$ cat config.mk
export PLATFORM = sky130hd
export DESIGN_NAME = alu_issue_stage
export DESIGN_NICKNAME = d
export VERILOG_FILES = /design/src/rtl/alu_issue_stage.sv
export SDC_FILE = /design/constraint.sdc
export NUM_CORES = 1
export LEC_CHECK = 0
export BUFFER_PORTS_ARGS = -buffer_cell sky130_fd_sc_hd__buf_2
export CORE_MARGIN = 5
export CORE_UTILIZATION = 25
export CTS_BUF_LIST = sky130_fd_sc_hd__clkbuf_16
export DETAILED_ROUTE_END_ITERATION = 12
export PLACE_DENSITY_LB_ADDON = 0.3
export SYNTH_ARGS = -nofsm -noshare
export SYNTH_HDL_FRONTEND = slang
export SYNTH_SLANG_ARGS = --single-unit
$ cat constraint.sdc
create_clock -name clk -period 3.5 [get_ports clk]
set_input_delay 0.175 -clock clk [delete_from_list [all_inputs] [get_ports clk]]
set_output_delay 0.175 -clock clk [all_outputs]
set_load 0.1 [all_outputs]
$ cat src/rtl/alu_issue_stage.sv
// Two-entry ALU issue pipeline: S1 holds operands and drives an external
// combinational ALU with forwarded values, S2 registers the result downstream.
module alu_issue_stage (
  input  logic        clk,
  input  logic        rst_n,
  input  logic        in_valid,
  output logic        in_ready,
  input  logic [4:0]  in_ctrl,
  input  logic [3:0]  in_rs_a,
  input  logic [3:0]  in_rs_b,
  input  logic [3:0]  in_rd,
  input  logic [15:0] in_a,
  input  logic [15:0] in_b,
  input  logic [15:0] in_imm,
  input  logic        in_use_imm,
  input  logic        flush,
  input  logic        wb_en,
  input  logic [3:0]  wb_rd,
  input  logic [15:0] wb_data,
  output logic [15:0] alu_a,
  output logic [15:0] alu_b,
  output logic [4:0]  alu_ctrl,
  input  logic [15:0] alu_out,
  input  logic        alu_ovfl,
  output logic        out_valid,
  input  logic        out_ready,
  output logic [3:0]  out_rd,
  output logic [15:0] out_data,
  output logic        out_ovfl,
  output logic        ovfl_sticky,
  input  logic        ovfl_clr
);

  // Handshakes: a transfer happens on a rising edge where valid && ready are
  // both high; valid never depends on ready, and a held valid keeps its data stable.
  logic        s1_valid;
  logic [4:0]  s1_ctrl;
  logic [3:0]  s1_rs_a;
  logic [3:0]  s1_rs_b;
  logic [3:0]  s1_rd;
  logic [15:0] s1_a;
  logic [15:0] s1_b;
  logic [15:0] s1_imm;
  logic        s1_use_imm;

  logic        adv;
  logic        capture;
  logic [15:0] opnd_a;
  logic [15:0] opnd_b;

  assign adv      = s1_valid && (!out_valid || out_ready) && !flush;
  assign in_ready = !s1_valid || adv;
  assign capture  = in_valid && in_ready && !flush;

  // Youngest producer wins: S2 result, then writeback, then the captured read.
  always_comb begin
    opnd_a = s1_a;
    if (s1_rs_a != 4'd0 && out_valid && out_rd == s1_rs_a) begin
      opnd_a = out_data;
    end else if (s1_rs_a != 4'd0 && wb_en && wb_rd == s1_rs_a) begin
      opnd_a = wb_data;
    end
    opnd_b = s1_b;
    if (s1_rs_b != 4'd0 && out_valid && out_rd == s1_rs_b) begin
      opnd_b = out_data;
    end else if (s1_rs_b != 4'd0 && wb_en && wb_rd == s1_rs_b) begin
      opnd_b = wb_data;
    end
  end

  assign alu_a    = s1_valid ? opnd_a : 16'd0;
  assign alu_b    = s1_valid ? (s1_use_imm ? s1_imm : opnd_b) : 16'd0;
  assign alu_ctrl = s1_valid ? s1_ctrl : 5'd0;

  always_ff @(posedge clk or negedge rst_n) begin
    if (!rst_n) begin
      s1_valid   <= 1'b0;
      s1_ctrl    <= 5'd0;
      s1_rs_a    <= 4'd0;
      s1_rs_b    <= 4'd0;
      s1_rd      <= 4'd0;
      s1_a       <= 16'd0;
      s1_b       <= 16'd0;
      s1_imm     <= 16'd0;
      s1_use_imm <= 1'b0;
    end else if (flush) begin
      s1_valid <= 1'b0;
    end else if (capture) begin
      s1_valid   <= 1'b1;
      s1_ctrl    <= in_ctrl;
      s1_rs_a    <= in_rs_a;
      s1_rs_b    <= in_rs_b;
      s1_rd      <= in_rd;
      s1_a       <= in_a;
      s1_b       <= in_b;
      s1_imm     <= in_imm;
      s1_use_imm <= in_use_imm;
    end else if (adv) begin
      s1_valid <= 1'b0;
    end
  end

  always_ff @(posedge clk or negedge rst_n) begin
    if (!rst_n) begin
      out_valid <= 1'b0;
      out_data  <= 16'd0;
      out_ovfl  <= 1'b0;
      out_rd    <= 4'd0;
    end else if (adv) begin
      out_valid <= 1'b1;
      out_data  <= alu_out;
      out_ovfl  <= alu_ovfl;
      out_rd    <= s1_rd;
    end else if (out_valid && out_ready) begin
      out_valid <= 1'b0;
    end
  end

  // A new overflow outranks a same-edge clear so no event is lost.
  always_ff @(posedge clk or negedge rst_n) begin
    if (!rst_n) begin
      ovfl_sticky <= 1'b0;
    end else if (adv && alu_ovfl) begin
      ovfl_sticky <= 1'b1;
    end else if (ovfl_clr) begin
      ovfl_sticky <= 1'b0;
    end
  end

endmodule

==> results by group, run 1 <==
Synth
  – Netlist Area Pre-Place: 0.00468 mm2
  – FF+latch count, synth: 90
  – Register area share after synthesis: 48.1%
  – Distinct cells, synth: 30
  – EDFF count, synth: 0
  – Mean post-synth cell area: 11.3 um2
  – Syn Inst Count: 415
  – Syn nets: 525
  – Predominant post-synthesis flop cell: dfrtp_1
  – Async S/R FF share, synth: 100%
  – Synth Warn #: 0

Timing
  – Crit share post-route: 89.9%
  – Slew margin rel.: 40.4%
  – Clock Skew: 0.00579 ns
  – Fin. Hold Viols: 0
  – Final Slew Violations: 0
  – Worst Max-Slew Pin Slew: 0.893 ns
  – Final setup violation count: 0
  – Setup TNS: 0 ns
  – Max Freq: 318 MHz
  – Unrepaired setup endpoints after global routing: no
  – Final Critical Period: 3.15 ns

Clocking
  – CTS root buffer: clkbuf_16
  – Post-CTS setup buffers: 0
  – Hold_buf cts: 2
  – Clock-pin slew on the worst setup and hold paths: 0.06 ns
  – CTS tree: done
  – CTS buffer count: 9
  – Post-CTS resize count: 0
  – Clock sinks: 90
  – Clk_lat worst skew: 0.35 ns
  – Htree depth: 3
  – Max clock buf depth: 2

Setup path
  – Worst-path fanout max: 17
  – WP data required: 3.32 ns
  – CP endpoint kind: output port
  – Crit path DAT: 2.97 ns
  – Crit Path Category: flip-flop to output port
  – Startpoint Class: flip-flop
  – Worst r2r path cells: 5

Cells and area
  – Area grow syn2layout: 30.4%
  – # nets final: 683
  – Inserted Diodes: 0
  – Layout cells sized above 1: 51.2%
  – Most frequent cells in the layout: buf_2, dfrtp_1, mux2_2
  – Most common cell after layout, fill and taps aside: buf_2

Global route
  – First-pass GRT wire length: 26,200 um
  – Total grt overflow: 0
  – Number of global-route vias before repair: 4,420
  – Initial antenna violation count: 5
  – Pin count of the biggest net entering global routing: 68
  – Tot GR Track Use: 16.0%

Die
  – Die height: 147 um
  – Io pins: 171
  – Core Area: 0.0186 mm2
  – # rows: 50
  – Initial Util: 25.2%
  – Die area: 0.0215 mm2
  – Die Width: 147 um

Power
  – Final total power: 3.73 mW
  – Static Leak: 2.62 nW
  – Worst IR Drop VDD: 0.000330 V
  – PD cells: 612 mW/mm2

Detailed routing
  – Pre-antenna DRT Iters: 4
  – ANT nets after route: 0
  – Detailed-route vias per instance: 5.00
  – Post-Route WL: 17,200 um
  – Vias: 4,050
  – DRC Markers: 0
  – WL/cell: 21.2 um
  – DR iter-0 viols: 176

Place
  – Placer Congestion: 0.806
  – DP HPWL: 12,900 um
  – Buffers on Ports: 170

Hold path
  – Hold path cells: 2
  – Hold Path Class: input port to flip-flop

Flow run
  – Max-Cap Viols: 0

Run status
  – Status: completed
## worst max-delay path: stages, from the launching register on
cell     delay (ns)
dfrtp_1        0.43
nor3_1         0.39
o21a_1         0.65
o21ba_2        0.60
a31oi_1        0.21
buf_2          0.35
## layout make-up
cell class	count	area, um2
clock buffer	9	225
clock inverter	5	25.0
fill	1905	12500
inverter	1	3.75
multi-input combinational	290	2350
sequential	90	2250
tap	234	293
timing repair buffer	181	953
## power breakdown
part	switching, mW	total (mW)	internal (mW)
logic	1.12	1.48	0.367
registers	0.158	1.38	1.22
clock network	0.407	0.873	0.466
## state kept, by name, summed over array words and instances (netlist names)
name / flops
out_ovfl: 1
ovfl_sticky: 1
s1_rs_b: 4
s1_rs_a: 4
s1_valid: 1
s1_use_imm: 1
s1_ctrl: 5
out_data: 16
s1_rd: 4
out_valid: 1
s1_a: 16
s1_imm: 16
s1_b: 16
out_rd: 4
## final timing paths
check | end | slack (ns) | from
max in group asynchronous | s1_b[7] | 2.13 | rst_n
hold / removal | ovfl_sticky | 0.04 | ovfl_clr
hold reg to reg | s1_imm[13] | 0.50 | s1_imm[13]
setup reg to reg | s1_b[14] | 1.56 | out_valid
setup / recovery | alu_b[4] | 0.35 | s1_rs_b[1]
min in group asynchronous | out_rd[1] | 0.49 | rst_n
## synthesized netlist by cell type, types with 3 or more instances
| cell | instances | area (um2) |
|---|---|---|
| a31oi_1 | 32 | 200 |
| and2_1 | 5 | 31.3 |
| buf_2 | 8 | 40.0 |
| clkbuf_1 | 22 | 82.6 |
| dfrtp_1 | 90 | 2250 |
| mux2_2 | 86 | 968 |
| nand2_1 | 9 | 33.8 |
| nand2b_1 | 18 | 113 |
| nand3_1 | 18 | 90.1 |
| nand4_1 | 4 | 25.0 |
| nor2_1 | 5 | 18.8 |
| o21a_1 | 4 | 30.0 |
| o21ai_0 | 36 | 180 |
| o311ai_0 | 16 | 140 |
| o31ai_1 | 16 | 120 |
| or2_2 | 5 | 31.3 |
| or3b_1 | 14 | 123 |
| xnor2_1 | 9 | 78.8 |
| xor2_1 | 3 | 26.3 |
## metrics by stage
| stage | setup slack (ns) | instance area (um2) | cells | utilization (%) | hold slack (ns) |
|---|---|---|---|---|---|
| 2_1_floorplan | -0.292 | 4740 | 415 | - | -0.121 |
| 3_3_place_gp | 0.751 | 5830 | 794 | 31.4 | 0.344 |
| 3_5_place_dp | 0.726 | 5830 | 794 | 31.4 | 0.356 |
| 4_1_cts | 0.345 | 6100 | 810 | 32.8 | 0.0212 |
| 5_1_grt | 0.170 | 6100 | 810 | 32.8 | 0.0429 |
| 6_report | 0.353 | 6100 | 810 | 32.8 | 0.0382 |
## logic make-up after synthesis
kind of cell              synth area share [%]
DFF                                       48.1
AOI/OAI and AO/OA                         14.8
xor gates and xnor gates                  2.25
and+or+nand+nor                           11.1
muxes                                     20.7
buffers and inverters                     3.08
## per-layer routing
layer	global-route usage [%]	share of wire, %	up-vias
met5	0	0.32	-
met1	19.5	41	1983
li1	-	-	1867
met2	26.5	48	150
met3	5.15	8.2	40
met4	5.69	2.5	10
(Power assumes the default switching activity.)
==> run 2, diff against run 1 <==
Settings changed: PLACE_DENSITY_LB_ADDON 0.3 to 0.05.
==> run 2 against run 1 <==
Net effect:
- hold slack worse by 0.00066 ns
- clock skew down 0.0017 ns
- sequential cell count unchanged
- critical path type unchanged
- critical endpoint is now alu_b[6]
- largest power group unchanged
==> results by group, run 2 (synthesis results as in run 1) <==
Place
  – Post-placement cell area: 0.00583 mm2 (unchanged)
  – Placer Congestion: 0.769 (-4.7%)
  – Buffers on Ports: 170 (unchanged)
  – DP HPWL: 13,000 um (+0.99%)

Setup path
  – Worst-path fanout max: 19 (+2)
  – CP endpoint kind: output port
  – Cell Chain, Critical Path: nor2b_1 > nand4_1 > o311ai_0 > a31oi_2 > buf_2
  – Reg2reg start: out_valid
  – Slowest cell on crit path: o311ai_0
  – Crit path buffers/inverters: 1 (unchanged)
  – Crit path DAT: 3.10 ns (+0.13 ns)
  – Crit Path Category: flip-flop to output port
  – WP data required: 3.32 ns (about the same)
  – Largest delay share family, worst path: simple AND/OR/NAND/NOR gates
  – Startpoint Class: flip-flop
  – Setup crit start: s1_use_imm
  – Worst path max stage delay: 0.79 ns (+0.14 ns)

Clocking
  – Max clock buf depth: 2 (unchanged)
  – Clk_lat worst skew: 0.34 ns (about the same)
  – CTS root buffer: clkbuf_16
  – Htree depth: 3 (unchanged)
  – CTS buffer count: 9 (unchanged)
  – CTS tree: done
  – Clock-pin slew on the worst setup and hold paths: 0.06 ns (about the same)
  – Clock sinks: 90 (unchanged)

Die
  – Die height: 147 um (unchanged)
  – Die area: 0.0215 mm2 (unchanged)
  – Core Area: 0.0186 mm2 (unchanged)
  – Initial Util: 25.2% (unchanged)
  – Io pins: 171 (unchanged)
  – Die Width: 147 um (unchanged)
  – # rows: 50 (unchanged)

Power
  – Switch share: 45.3% (+0.23 points)
  – Logic gate share of total power: 39.9% (+0.2 points)
  – Static Leak: 2.63 nW (+0.18%)
  – Worst IR Drop VDD: 0.000309 V (-6.4%)
  – Sequential Power Share: 36.9% (about the same)
  – PD cells: 615 mW/mm2 (+0.58%)
  – Int Power: 2.05 mW (+0.18%)
  – Final total power: 3.75 mW (+0.60%)
  – Switch Pwr: 1.70 mW (+1.1%)
  – Clock share of power: 23.2% (-0.2 points)

Detailed routing
  – Pre-antenna DRT Iters: 4 (unchanged)
  – ANT nets after route: 0 (unchanged)
  – DR iter-0 viols: 189 (+7.4%)
  – DRC Markers: 0 (unchanged)
  – Vias: 4,035 (-0.37%)
  – Detailed-route vias per instance: 4.98 (-0.49%)
  – Post-Route WL: 18,100 um (+5.4%)
  – WL/cell: 22.3 um (+5.2%)

Timing
  – Worst Max-Slew Pin Slew: 1.04 ns (+0.151 ns)
  – Crit share post-route: 93.5% (+3.6 points)
  – Fin. Hold Viols: 0 (unchanged)
  – Unrepaired setup endpoints after global routing: no
  – Final setup violation count: 0 (unchanged)
  – Final Slew Violations: 0 (unchanged)
  – Final Critical Period: 3.27 ns (+0.126 ns)
  – Clock Skew: 0.00405 ns (-0.00175 ns)
  – Slew margin rel.: 30.4% (-10 points)
  – Max Freq: 306 MHz (-3.8%)
  – Hold_ws: 0.0376 ns (-0.000661 ns)

Global route
  – Pin count of the biggest net entering global routing: 66 (-2.9%)
  – Initial antenna violation count: 0 (-5)
  – Number of global-route vias before repair: 4,322 (-2.2%)
  – First-pass GRT wire length: 26,800 um (+2.1%)
  – Total grt overflow: 0 (unchanged)
  – Tot GR Track Use: 16.5% (+0.51 points)

Run status
  – Status: completed

Cells and area
  – Fin area: 0.00610 mm2 (about the same)
  – Layout cells sized above 1: 51.1% (-0.089 points)
  – Core Util, Final: 32.8% (about the same)
  – Area grow syn2layout: 30.4% (about the same)
  – Most frequent cells in the layout: buf_2, dfrtp_1, mux2_2
  – Inserted Diodes: 0 (unchanged)
  – Filler instances: 1,939 (+1.8%)
  – Most common cell after layout, fill and taps aside: buf_2
  – # nets final: 683 (unchanged)

Flow run
  – Max-Cap Viols: 0 (unchanged)

Hold path
  – Hold Path Class: input port to flip-flop
  – HP Start: ovfl_clr
-- run 2: final cells by class --
type	count	area (um2)	area share, %
Multi-Input combinational cell	290	2350	38.5
Sequential cell	90	2250	36.9
Timing Repair Buffer	181	953	15.6
Tap cell	234	293	4.80
Clock buffer	9	225	3.69
Clock inverter	6	26.3	0.431
Inverter	1	3.75	0.0615
-- run 2: final timing paths --
| path | depth (start not counted) | endpoint | slack [ns] |
|---|---|---|---|
| setup / recovery | 5 | alu_b[6] | 0.23 |
| hold / removal | 2 | ovfl_sticky | 0.04 |
| setup reg to reg | 5 | s1_a[12] | 1.49 |
| hold reg to reg | 1 | s1_ctrl[0] | 0.50 |
| max in group asynchronous | 3 | out_data[12] | 2.28 |
| min in group asynchronous | 2 | s1_ctrl[4] | 0.45 |
-- run 2: power groups by stage --
stage / Clock (mW) / Combinational (mW) / Sequential, mW
global route: 0.953 / 1.57 / 1.41
CTS: 0.912 / 1.51 / 1.39
global placement: 0 / 1.51 / 1.40
floorplan: 0 / 0.737 / 1.76
finish: 0.871 / 1.50 / 1.38
detailed placement: 0 / 1.51 / 1.41
-- run 2: metrics by stage --
stage	setup TNS (ns)	std cells	setup slack [ns]
final	0	811	0.227
after global routing	0	811	0.0897
after CTS	0	811	0.197
after detailed placement	0	794	0.590
after global placement	0	794	0.578
after floorplan	-3.80	415	-0.292
-- run 2: what timing repair did --
action	CTS	global route
hold buffers	2	0
resized for setup	0	0
setup endpoints to repair	0	0
hold endpoints to repair	53	0
buffers inserted	0	0
-- run 2: worst register-to-register path: cells and delay by family, from the launching register on --
family,cells,cell delay [ns]
flip-flops,1,0.44
multiplexers,1,0.42
buffers and inverters,1,0.37
AND/OR/NAND/NOR,3,0.67
-- run 2: layer usage --
layer  up-vias  part of all wire (%)  global-route usage, %
li1       1878                     -                      -
met1      1994                    46                   22.0
met2       144                    46                   26.6
met3        19                   5.3                   3.18
met4         0                   2.1                   6.11
met5         -                     0                      0
